<file path="config.mk">
export PLATFORM = sky130hd
export DESIGN_NAME = board_io_mmio
export DESIGN_NICKNAME = d
export VERILOG_FILES = /design/src/rtl/board_io_pkg.sv /design/src/rtl/sw_debounce.sv /design/src/rtl/board_io_mmio.sv
export SDC_FILE = /design/constraint.sdc
export NUM_CORES = 1
export LEC_CHECK = 0
export CORE_ASPECT_RATIO = 2
export CORE_MARGIN = 2
export CORE_UTILIZATION = 39
export CTS_CLUSTER_DIAMETER = 120
export DETAILED_ROUTE_END_ITERATION = 8
export GPL_TIMING_DRIVEN = 0
export PLACE_DENSITY = 0.83
export SYNTH_ARGS = -nofsm -noshare
export SYNTH_HDL_FRONTEND = slang
export SYNTH_HIERARCHICAL = 1
export SYNTH_SLANG_ARGS = --single-unit
</file>
<file path="constraint.sdc">
create_clock -name clk -period 1.3 [get_ports clk]
set_clock_uncertainty 0.1 [all_clocks]
set_input_delay 0.39 -clock clk [delete_from_list [all_inputs] [get_ports clk]]
set_output_delay 0.39 -clock clk [all_outputs]
set_load 0.05 [all_outputs]
</file>
<file path="src/rtl/board_io_pkg.sv">
// Shared constants for the board I/O MMIO peripheral: register word indices,
// bus data width and the debounce counter sizing helper.
package board_io_pkg;

    localparam int DATA_W = 32;

    localparam logic [1:0] REG_SW   = 2'd0;
    localparam logic [1:0] REG_LED  = 2'd1;
    localparam logic [1:0] REG_CHG  = 2'd2;
    localparam logic [1:0] REG_MASK = 2'd3;

    function automatic int cnt_width(input int cycles);
        return (cycles < 1) ? 1 : $clog2(cycles + 1);
    endfunction

endpackage

</file>
<file path="src/rtl/sw_debounce.sv">
// One switch channel: 2-flop synchroniser, stability counter, debounced state
// and a single-cycle change pulse when a new level is accepted.
module sw_debounce
    import board_io_pkg::*;
#(
    parameter int DEBOUNCE_CYCLES = 4
) (
    input  logic clk,
    input  logic reset,
    input  logic pin,
    output logic state,
    output logic chg
);

    localparam int CW = cnt_width(DEBOUNCE_CYCLES);
    localparam logic [CW-1:0] LAST = CW'(DEBOUNCE_CYCLES - 1);

    logic          meta;
    logic          sync;
    logic [CW-1:0] cnt;

    always_ff @(posedge clk or negedge reset) begin
        if (!reset) begin
            meta  <= 1'b0;
            sync  <= 1'b0;
            state <= 1'b0;
            cnt   <= '0;
            chg   <= 1'b0;
        end else begin
            meta <= pin;
            sync <= meta;
            chg  <= 1'b0;
            // any cycle where the synced level matches the state restarts the count
            if (sync == state) begin
                cnt <= '0;
            end else if (cnt == LAST) begin
                state <= sync;
                cnt   <= '0;
                chg   <= 1'b1;
            end else begin
                cnt <= cnt + 1'b1;
            end
        end
    end

endmodule

</file>
<file path="src/rtl/board_io_mmio.sv">
// Memory-mapped board I/O: debounced switches with W1C change flags, LED register.
// Optional interrupt and IRQ_MASK register are built when BOARD_IO_IRQ_EN is defined.
module board_io_mmio
    import board_io_pkg::*;
#(
    parameter int SW_W            = 3,
    parameter int LED_W           = 4,
    parameter int DEBOUNCE_CYCLES = 4
) (
    input  logic              clk,
    input  logic              reset,
    input  logic [SW_W-1:0]   sw_pin,
    output logic [LED_W-1:0]  led,
    input  logic [3:0]        addr,
    input  logic [DATA_W-1:0] wdata,
    input  logic              we,
    input  logic              re,
    output logic [DATA_W-1:0] rdata
`ifdef BOARD_IO_IRQ_EN
    ,
    output logic              irq
`endif
);

    logic [SW_W-1:0]   sw_state;
    logic [SW_W-1:0]   chg;
    logic [SW_W-1:0]   chg_flags;
    logic [SW_W-1:0]   chg_clr;
    logic [1:0]        wsel;
    logic [DATA_W-1:0] rd_mux;
    logic              unused_bits;

    assign wsel        = addr[3:2];
    assign unused_bits = ^{addr[1:0], wdata};

    for (genvar i = 0; i < SW_W; i++) begin : g_sw
        sw_debounce #(
            .DEBOUNCE_CYCLES(DEBOUNCE_CYCLES)
        ) u_db (
            .clk   (clk),
            .reset (reset),
            .pin   (sw_pin[i]),
            .state (sw_state[i]),
            .chg   (chg[i])
        );
    end

`ifdef BOARD_IO_IRQ_EN
    logic [SW_W-1:0] irq_mask;
`endif

    always_comb begin
        chg_clr = (we && wsel == REG_CHG) ? wdata[SW_W-1:0] : '0;
    end

    always_comb begin
        rd_mux = '0;
        case (wsel)
            REG_SW:   rd_mux[SW_W-1:0]  = sw_state;
            REG_LED:  rd_mux[LED_W-1:0] = led;
            REG_CHG:  rd_mux[SW_W-1:0]  = chg_flags;
            default: begin
`ifdef BOARD_IO_IRQ_EN
                rd_mux[SW_W-1:0] = irq_mask;
`endif
            end
        endcase
    end

    always_ff @(posedge clk or negedge reset) begin
        if (!reset) begin
            led       <= '0;
            chg_flags <= '0;
            rdata     <= '0;
        end else begin
            if (we && wsel == REG_LED) begin
                led <= wdata[LED_W-1:0];
            end
            // a set pulse in the same cycle as a W1C clear takes priority
            chg_flags <= (chg_flags & ~chg_clr) | chg;
            if (re) begin
                rdata <= rd_mux;
            end
        end
    end

`ifdef BOARD_IO_IRQ_EN
    always_ff @(posedge clk or negedge reset) begin
        if (!reset) begin
            irq_mask <= '0;
            irq      <= 1'b0;
        end else begin
            if (we && wsel == REG_MASK) begin
                irq_mask <= wdata[SW_W-1:0];
            end
            irq <= |(chg_flags & irq_mask);
        end
    end
`endif

endmodule

</file>
# Word-level counts from Yosys, hierarchy flattened
# Index checks and enable logic that the tools add are counted.
dict set report op_classes {
  n_addsub 3
  mul 0
  n_div 0
  order_cmp 0
  n_eq_ne 8
  shift 0
  n_mux 15
  bitwise 6
  reduce_logical 6
}
# cell n
set op_table {}
lappend op_table {{2-to-1 mux 3 bit} 7}
lappend op_table {{adder 3 x 1 -> 3 bit, second input constant} 3}
lappend op_table {{== test 3 x 2 -> 1 bit, second input constant} 3}
lappend op_table {{case mux 3 bit (3 select lines)} 1}
lappend op_table {{2-to-1 mux 1 bit} 7}
lappend op_table {{AND reduction 2 bit} 3}
lappend op_table {{bitwise AND 3 bit} 1}
lappend op_table {{== test 1 bit} 3}
lappend op_table {{inverter 1 bit} 3}
lappend op_table {{inverter 3 bit} 1}
lappend op_table {{bitwise OR 3 bit} 1}
lappend op_table {{== test 2 x 1 -> 1 bit, second input constant} 1}
lappend op_table {{== test 2 bit, second input constant} 1}
lappend op_table {{logical AND 1 bit} 2}
lappend op_table {{zero test 2 bit} 1}
dict set report word_totals {
  ff_bits 32
  latch_bits 0
  ram_bits 0
  romBits 0
  in_bits 43
  mem_count 0
}

# Depth between registers and ports, before layout
dict set report logic_depth {
  ltp_word 6
  mapped_depth 3
}

# Hierarchy
# The synthesis kept the hierarchy.
# module n_inst cells_per_inst area_per_inst_um2 seq_area_each_um2
set by_module_without_submodules {}
lappend by_module_without_submodules {board_io_mmio 1 69 744.5 275.3}
lappend by_module_without_submodules {sw_debounce 3 15 247.7 175.2}

# Least setup slack after synthesis
# No wires, ideal clock.
dict set report synth_path {
  path_kind {register to register}
  start {reg g_sw[0].u_db.cnt[0]}
  end {reg g_sw[0].u_db.state}
  t_arrival_ns 0.961
  required_time_ns 1.075
  path_slack_ns 0.115
  path_stages_with_launch 4
  n_path_buf 0
  synth_period_minus_slack_ns 1.185
  path_cell_list {dfrtp_1 > ha_1 > nor2b_4 > mux2_2}
}
dict set report synth_via {
  elab_chain_len 2
}
# element line_no
set synth_lines {}
lappend synth_lines {{start: declaration} sw_debounce.sv:20} ;# logic [CW-1:0] cnt;
lappend synth_lines {{start signal: assignment} sw_debounce.sv:41} ;# cnt <= cnt + 1'b1;
lappend synth_lines {{== test 3 x 2 -> 1 bit} sw_debounce.sv:36} ;# end else if (cnt == LAST) begin
lappend synth_lines {{AND reduction 2 bit (no source line)} -}
lappend synth_lines {{end signal: assignment} sw_debounce.sv:37} ;# state <= sync;
lappend synth_lines {{end: declaration} sw_debounce.sv:11} ;# output logic state,
# Every way passes these cells.
# A chain may end at the register's enable or synchronous reset.

# Worst setup path in the final report
dict set report layout_path {
  start {reg led[0]}
  end {out led[0]}
}
# element line_no
set layout_lines {}
lappend layout_lines {{start: declaration} board_io_mmio.sv:13} ;# output logic [LED_W-1:0] led,
lappend layout_lines {{start signal: assignment} board_io_mmio.sv:77} ;# led <= wdata[LED_W-1:0];
# No word-level cell between the ends.

==> reports/metrics.cfg <==
[global_route]
track_usage = 0.120
grtUsageMet2 = 0.208
grt_pass1_wl_mm = 3.53
grt.met1_usage = 0.0957
overflow = 0
grt_antenna_before_repair = 0
grt.busiest_layer = met2
grt_start_max_net_pins = 33
grtUsageMet3 = 0.0437
grt_pass1_vias = 864

[synthesis]
synth-seq-area-share = 0.538
synth_seq_cells = 32
synth_top_cell_area_share = 0.538
synthTopCellsByArea = dfrtp_1, buf_4, nand4b_1
synth_ff_type = dfrtp_1
synth_top_cell_by_area = dfrtp_1
yosysWarnings = 6
netlist_instances = 114
synth_cell_types = 21
synth_edf_count = 0
async_reset_ff_frac = 1.00
synthAdderAreaFrac = 0.0252
synth_top_family_by_area = buffers and inverters
synth_compound_area_frac = 0.0362
syn_avg_cell_area_um2 = 13.0
synth.area.mux_share = 0.0833
yosys.area_share.simple = 0.140
synth_area_um2 = 1490
netlist_top_cells_count = dfrtp_1, buf_4, nand4b_1, nor3b_1
synth-xor-area-share = 0.0177
yosysMostFrequentCell = dfrtp_1

[layout]
drive_gt1_frac = 0.373
nNetsFinal = 222
seq_area_um2 = 801
fillers = 340
multi_input_area_um2 = 557
fin_cells = 226
n_antenna_cell = 0
fin_area_um2 = 2010
synthToLayoutAreaGrowth_pct = 35.2

[route]
wl_per_cell_um = 10.7
first_pass_iters = 3
drtIter0Drc = 4
drc_errors = 0
num_vias = 945
antenna_left = 0
vias_per_cell = 4.18
wirelength_mm = 2.41

[timing]
final_max_slew_viol_count = 0
max_freq_mhz = 736
period_needed_ns = 1.36
setup_ws_ns = -0.0581
tightest_slew_ns = 0.786
hold_viol_final = 0
finalSetupViolCount = 8
finalSetupTns_ns = -0.162
rsz0062_at_grt = true
period_share = 1.04
whs_ns = 0.185
relSlewSlack = 0.476

[cts]
root_buffer = clkbuf_8
clk-insertion-delay-late_ns = 0.28
htree_levels = 2
cts.sinks = 32
cts_tree = built
ctsHoldBuffers = 0
cts_buffer_depth = 2
clkTransAtPathRegs_ns = 0.07
cts_buffers = 5

[worst_setup_path]
required_ns = 0.81
crit_path_max_fanout = 3
crit_path_top_delay_cell = dfrtp_1
cp_cell_sequence = buf_6
arrival_ns = 0.87
critPathTopFamily = flip-flops
critPathMaxStageDelay_ns = 0.42
cp-start-kind = register
path_buf_inv = 1
crit_type = reg -> out
end_kind = output pin

[job]
cap_viol_max_count = 0

[floorplan]
die_w_um = 47.7
core_um2 = 3650
dieArea_um2 = 4350
fp-row-count = 31
fp.dieH_um = 91.3
io_pins = 79
start_util = 0.408

[placed_design]
hpwl_mm = 1.74
port_buffers = 19
gp_congestion = 0.651
dp_cells = 209
placed_cell_area_um2 = 1840

[pwr]
finalPower_mw = 3.34
leakage_nw = 1.04
peakVddDrop_v = 0.000906
pwr_density_cell_nw_per_um2 = 1660

[hold_path]
hp-class = in -> async

[status]
violations = setup timing
outcome = finished, violations left

==> sequential cells by signal, indices dropped and copies added (netlist names) <==
signal and cells:
chg_flags 3, g_sw.u_db/chg 3, g_sw.u_db/cnt 9, g_sw.u_db/meta 3, g_sw.u_db/state 3, g_sw.u_db/sync 3
led 4, rdata 4
==> stage by stage <==
step           worst slack (ns)  utilization
2_1_floorplan             0.115            -
3_3_place_gp             -0.825        0.505
3_5_place_dp             -0.865        0.505
4_1_cts                 -0.0682        0.541
5_1_grt                 -0.0765        0.552
6_report                -0.0581        0.552
==> per-layer routing <==
layer	vias to the layer above	routed length, um
li1	457	-
met1	434	781
met2	48	1340
met3	6	209
met4	0	85
met5	-	0
==> path summary, 6_finish.rpt <==
check,from,to,slack (ns),cells after the start
max in group asynchronous,reset,led[3]$_DFFE_PN0P_,0.42,1
min reg2reg,g_sw[0].u_db/meta$_DFF_PN0_,g_sw[0].u_db/sync$_DFF_PN0_,0.25,0
max,led[0]$_DFFE_PN0P_,led[0],-0.06,1
min in group clk,g_sw[0].u_db/meta$_DFF_PN0_,g_sw[0].u_db/sync$_DFF_PN0_,0.25,0
min,reset,g_sw[0].u_db/cnt[0]$_DFF_PN0_,0.19,1
max reg2reg,g_sw[0].u_db/cnt[0]$_DFF_PN0_,g_sw[0].u_db/state$_DFFE_PN0P_,0.05,3
==> power by group <==
group | total, mW | switching (mW) | internal [mW]
sequential | 1.38 | 0.143 | 1.24
combinational | 1.18 | 0.645 | 0.540
clock | 0.773 | 0.344 | 0.429
==> area by class of cell <==
| class | instances | area share |
|---|---|---|
| plain buffers | 30 | 0.109 |
| clock buffers | 7 | 0.0429 |
| clock inverters | 1 | 0.00373 |
| inverters | 4 | 0.00746 |
| multi-input cells | 75 | 0.277 |
| flip-flops and latches | 32 | 0.398 |
| well taps | 49 | 0.0305 |
| repair buffers | 28 | 0.132 |
==> layout by cell type (no fill, tap or decap), types with 4 or more instances in the layout <==
master            n
clkdlybuf4s50_1   7
buf_4            37
nand4b_1          7
buf_6             8
dfrtp_1          32
clkbuf_8          6
conb_1           28
mux2_4            4
nor3b_1           6
inv_1             4
==> logic make-up (layout without fill, tap and decap cells) <==
logic type	after synthesis	count (layout)
buffers and inverters	34	70
flip-flops	32	32
AND/OR/NAND/NOR	24	24
multiplexers	10	10
AO/OA/AOI/OAI	7	7
adder cells (fa/ha/maj)	3	3
XOR/XNOR	3	3
other	1	28
==> what timing repair did <==
item / CTS / global route
setup endpoints to repair: 50 / 10
setup buffers: 4 / 5
hold endpoints to repair: 0 / 0
gates resized for setup: 62 / 1
Power figures use the tool's default switching activity.
==> RTL change 1 (config.mk and constraints unchanged) <==
Build with the macro `BOARD_IO_IRQ_EN` defined.
--- a/src/rtl/board_io_mmio.sv
+++ b/src/rtl/board_io_mmio.sv
@@ -1,5 +1,7 @@
 // Memory-mapped board I/O: debounced switches with W1C change flags, LED register.
 // Optional interrupt and IRQ_MASK register are built when BOARD_IO_IRQ_EN is defined.
+`define BOARD_IO_IRQ_EN
+
 module board_io_mmio
     import board_io_pkg::*;
 #(
Behaviour (old outputs only; new: irq): not the same (Yosys sat finds a counterexample within 4 cycles, from zero or initial values and one cycle with reset low).
==> RTL change 1 against the original RTL <==
- the flow still finishes with violations (negative setup slack)
- routed wire length rose by 20%
- final area rose by 9.5%
- critical path depth did not move
- total power rose by 13%
- synthesized area rose by 9.5%
- clock power rose by 4.4%
- sequential cell count rose by 4
- synthesized cell count rose by 8.8%
- worst setup slack improved by 6.9 ps
- critical path type unchanged
==> RTL change 1: results (changes against the original RTL) <==
[detailed_routing]
vias_per_cell = 4.32  ; was 4.18
routed_wl_um = 2890  ; was 2410 um
dr.pass1.iters = 4  ; was 3
drt-initial-drc-count = 16  ; was 4

[synthesis]
synth_area_leaders = dfrtp_1, buf_4, mux2_2, mux2i_1, nor3b_1  ; was dfrtp_1, buf_4, nand4b_1, mux2_4, nor3b_1
ys_types = 22  ; was 21
synth_common_cells = dfrtp_1, buf_4, mux2_2, mux2i_1, nor3b_1  ; was dfrtp_1, buf_4, nand4b_1, nor3b_1
synth-async-reset-ratio_pct = 100  ; unchanged
yosysSeqAreaShare_pct = 55.3  ; was 53.8%
ys_warn_count = 6  ; unchanged

[clock_network]
numCtsBuffers = 5  ; unchanged
ctsRootBufferMaster = clkbuf_8  ; unchanged
holdBufCountCts = 0  ; unchanged
postCtsSetupRepairBufs = 3  ; was 4
clk_latency_ps = 290
cts.path.max_buffers = 2  ; unchanged
h-tree-depth = 2  ; unchanged
path_clk_slew_ps = 70  ; about the same
cts_resized = 67  ; was 62

[layout]
nets = 236  ; was 222
fill_cells = 379  ; was 340
drive_above_1_share_pct = 39.3  ; was 37.3%
antenna_cells = 0  ; unchanged
largest_reg_flops = 9  ; unchanged
top_regs = g_sw.u_db/cnt x9, led x4, rdata x4  ; unchanged

[global_routing]
track_usage_pct = 13.1  ; was 12.0%
grt_pass1_wl_um = 4510  ; was 3530 um
antenna_found_initial = 0  ; unchanged
first_global_vias = 1019  ; was 864
grt_max_degree = 37  ; was 33

[setup_path]
critPathSlowestCell = dfrtp_1  ; unchanged
crit_fanout = 3  ; unchanged
worstRegToRegCells = 3  ; unchanged
reg2reg_setup_slack_ps = 50  ; about the same
arrival_ps = 860
max_stage_delay_ps = 410
cp_top_family = flip-flops  ; unchanged

[pwr]
clock_power_share_pct = 21.3  ; was 23.2%
vdd_ir_drop_max_v = 0.000709  ; was 0.000906 V
cellLeakagePower_nw = 1.12  ; was 1.04 nW
power.switching_mw = 1.32  ; was 1.13 mW
power_frac_comb_pct = 36.7  ; was 35.5%

[run_status]
violations = negative setup slack  ; unchanged
status = finished with violations  ; unchanged

[placement]
gp_congestion = 0.741  ; was 0.651
dpl_cell_area_um2 = 2000  ; was 1840 um2
io_buffer_count = 21  ; was 19
dp_hpwl_um = 2070  ; was 1740 um

[timing]
relSlewSlack_pct = 46.3  ; was 47.6%
fin_tns_setup_ps = -250  ; was -162 ps
fin_ws_ps = -51.2  ; was -58.1 ps
setup_viol = 9  ; was 8
whs_ps = 89.8  ; was 185 ps

[worst_hold_path]
hold_path_class = primary input to asynchronous set/reset pin  ; unchanged

RTL change 1: cell count changes after synthesis, moves of 2 or more:
cell      change
inv_1         -2
mux2_2        +7
nand2b_1      +2
mux2_4        -4
nand4b_1      -3
mux2i_1       +3
dfrtp_1       +4
RTL change 1: path summary, 6_finish.rpt:
| check | start | to |
|---|---|---|
| max in group asynchronous | reset | g_sw[2].u_db/sync |
| setup / recovery | led[3] | led[3] |
| min in group clk | g_sw[1].u_db/meta | g_sw[1].u_db/sync |
| setup reg to reg | g_sw[0].u_db/cnt[0] | g_sw[0].u_db/state |
| hold / removal | reset | rdata[2] |
| hold reg to reg | g_sw[1].u_db/meta | g_sw[1].u_db/sync |
RTL change 1: cell families after synthesis:
kind of cell             Yosys count  synth area share (%)
AO/OA/AOI/OAI                      8                  3.92
buffers and inverters             31                  13.8
adder cells (fa/ha/maj)            3                  2.30
XOR/XNOR                           3                  1.61
other                              1                 0.230
flip-flops                        36                  55.3
AND/OR/NAND/NOR                   26                  12.2
multiplexers                      16                  10.6
RTL change 1: layer usage:
layer / track usage, % / routed length, um / up-vias
li1: - / - / 504
met1: 11.7 / 952 / 492
met2: 23.9 / 1640 / 44
met3: 3.13 / 188 / 9
met4: 10.9 / 106 / 0
met5: 0 / 0 / -
RTL change 1: cell type report:
type                    count  area, um2  share of cell area, %
repair buffers             32        295                   13.4
clock buffers               6       82.6                   3.75
plain buffers              29        221                   10.1
flip-flops and latches     36        901                   40.9
inverters                   2       7.51                  0.341
clock inverters             2       10.0                  0.455
multi-input cells          84        619                   28.1
well taps                  52       65.1                   2.95
RTL change 1: metrics by stage:
stage               instances  setup slack, ps  total power, mW
floorplan                 151              115             2.49
global placement          224            -1000             2.79
detailed placement        224             -527             2.83
CTS                       235            -63.7             3.70
global route              243            -82.0             4.01
finish                    243            -51.2             3.79
==> RTL change 2 (same flow settings) <==
Without the edit above. Register the inputs `sw_pin`, `addr` and `re` before use, with the module's reset. The logic sees them one clock later. The other inputs are not delayed to match.
--- a/src/rtl/board_io_mmio.sv
+++ b/src/rtl/board_io_mmio.sv
@@ -22,6 +22,22 @@
 `endif
 );
 
+    logic [SW_W-1:0] sw_pin_q;
+    logic [3:0] addr_q;
+    logic re_q;
+
+    always_ff @(posedge clk or negedge reset) begin
+        if (!reset) begin
+            sw_pin_q <= '0;
+            addr_q   <= '0;
+            re_q     <= '0;
+        end else begin
+            sw_pin_q <= sw_pin;
+            addr_q   <= addr;
+            re_q     <= re;
+        end
+    end
+
     logic [SW_W-1:0]   sw_state;
     logic [SW_W-1:0]   chg;
     logic [SW_W-1:0]   chg_flags;
@@ -30,8 +46,8 @@
     logic [DATA_W-1:0] rd_mux;
     logic              unused_bits;
 
-    assign wsel        = addr[3:2];
-    assign unused_bits = ^{addr[1:0], wdata};
+    assign wsel        = addr_q[3:2];
+    assign unused_bits = ^{addr_q[1:0], wdata};
 
     for (genvar i = 0; i < SW_W; i++) begin : g_sw
         sw_debounce #(
@@ -39,7 +55,7 @@
         ) u_db (
             .clk   (clk),
             .reset (reset),
-            .pin   (sw_pin[i]),
+            .pin   (sw_pin_q[i]),
             .state (sw_state[i]),
             .chg   (chg[i])
         );
@@ -78,7 +94,7 @@
             end
             // a set pulse in the same cycle as a W1C clear takes priority
             chg_flags <= (chg_flags & ~chg_clr) | chg;
-            if (re) begin
+            if (re_q) begin
                 rdata <= rd_mux;
             end
         end
Function: changed (Yosys sat finds a counterexample within 4 cycles, from zero or initial values and one cycle with reset low).
==> RTL change 2 against the original RTL <==
- the run still ends with negative setup slack left
- total power rose by 7.4%
- count of clock-buffer cells in the layout did not move
- cell count grew 5.8%
- critical path depth did not move
- sequential power grew 14%
- sequential cell count is 6 higher
- non-clock buffer count grew 4
- final area is 9.3% higher
- routed wire length rose by 3.5%
- worst setup slack better by 7.4 ps
- synthesized area rose by 11%
==> RTL change 2: results (changes against the original RTL) <==
[run_status]
violations = negative setup slack  ; unchanged
status = finished with violations  ; unchanged

[layout]
fill_cells = 339  ; was 340
synthToLayoutAreaGrowth_pct = 33.1  ; was 35.2%
drive_above_1_share_pct = 36.9  ; was 37.3%
antenna_cells = 0  ; unchanged
nets = 232  ; was 222

[clock_network]
cts_resized = 57  ; was 62
postCtsSetupRepairBufs = 3  ; was 4
numCtsBuffers = 5  ; unchanged
clk_latency_ps = 280  ; about the same

[setup_path]
arrival_ps = 860
crit_fanout = 2  ; was 3
cp_top_family = flip-flops  ; unchanged

[detailed_routing]
dr.pass1.iters = 4  ; was 3
wl_met2_um = 1410  ; was 1340 um
wl_per_cell_um = 10.4  ; was 10.7 um
drt-initial-drc-count = 8  ; was 4
routed_wl_um = 2500  ; was 2410 um
vias = 1010  ; was 945
wl_met1_um = 829  ; was 781 um
met3WireLength_um = 170  ; was 209 um

[timing]
fin_tns_setup_ps = -228  ; was -162 ps
relSlewSlack_pct = 45.2  ; was 47.6%
fin_ws_ps = -50.7  ; was -58.1 ps
setup_viol = 8  ; unchanged

[placement]
dp_hpwl_um = 1800  ; was 1740 um
dp_cells = 220  ; was 209
dpl_cell_area_um2 = 2010  ; was 1840 um2
io_buffer_count = 20  ; was 19
gp_congestion = 0.669  ; was 0.651
preCtsSetupSlack_ps = -405  ; was -865 ps

[pwr]
power_combinational_mw = 1.21
power_density_nw_per_um2 = 1630  ; was 1660 nW/um2
powerSeq_mw = 1.58  ; was 1.38 mW
vdd_ir_drop_max_v = 0.000851  ; was 0.000906 V
cellLeakagePower_nw = 1.13  ; was 1.04 nW
power.switching_mw = 1.17  ; was 1.13 mW

[synthesis]
yosysSeqAreaShare_pct = 57.6  ; was 53.8%
synth_area_leaders = dfrtp_1, buf_4, nand4b_1, mux2_4, nor3b_1  ; unchanged
syn_inst = 121  ; was 114
ys_warn_count = 6  ; unchanged
synth_common_cells = dfrtp_1, buf_4, nand4b_1, nor3b_1  ; unchanged

[global_routing]
use_met2_pct = 21.7  ; was 20.8%
track_usage_pct = 11.8  ; was 12.0%
antenna_found_initial = 0  ; unchanged
grt_util_met1_pct = 10.2  ; was 9.57%
grt_max_degree = 39  ; was 33
use_met3_pct = 3.26  ; was 4.37%
grt_pass1_wl_um = 4100  ; was 3530 um
first_global_vias = 982  ; was 864

[worst_hold_path]
hold_path_class = primary input to asynchronous set/reset pin  ; unchanged

## RTL change 2: worst paths after layout
kind | from | endpoint | slack, ps | cells past startpoint
min in group clk | sw_pin_q[2] | g_sw[2].u_db/meta | 240 | 0
max in group asynchronous | reset | sw_pin_q[2] | 480 | 1
max | led[0] | led[0] | -50 | 1
min | reset | rdata[3] | 100 | 1
max reg2reg | g_sw[1].u_db/cnt[0] | g_sw[1].u_db/state | 40 | 3
min reg2reg | sw_pin_q[2] | g_sw[2].u_db/meta | 240 | 0
## RTL change 2: cell type report
class,count,share of cell area (%)
clock inverters,1,0.228
inverters,4,0.683
plain buffers,31,10.6
flip-flops and latches,38,43.3
clock buffers,7,3.93
well taps,52,2.96
repair buffers,31,13.0
multi-input cells,75,25.3
## RTL change 2: kinds of logic after synthesis
logic type	count (synthesis)	share of synthesized area (%)
compound gates	7	3.26
xor+xnor	3	1.59
fa+ha+maj	3	2.27
buf+inv	35	15.0
flops	38	57.6
mux	10	7.50
other cells	1	0.227
simple gates	24	12.6
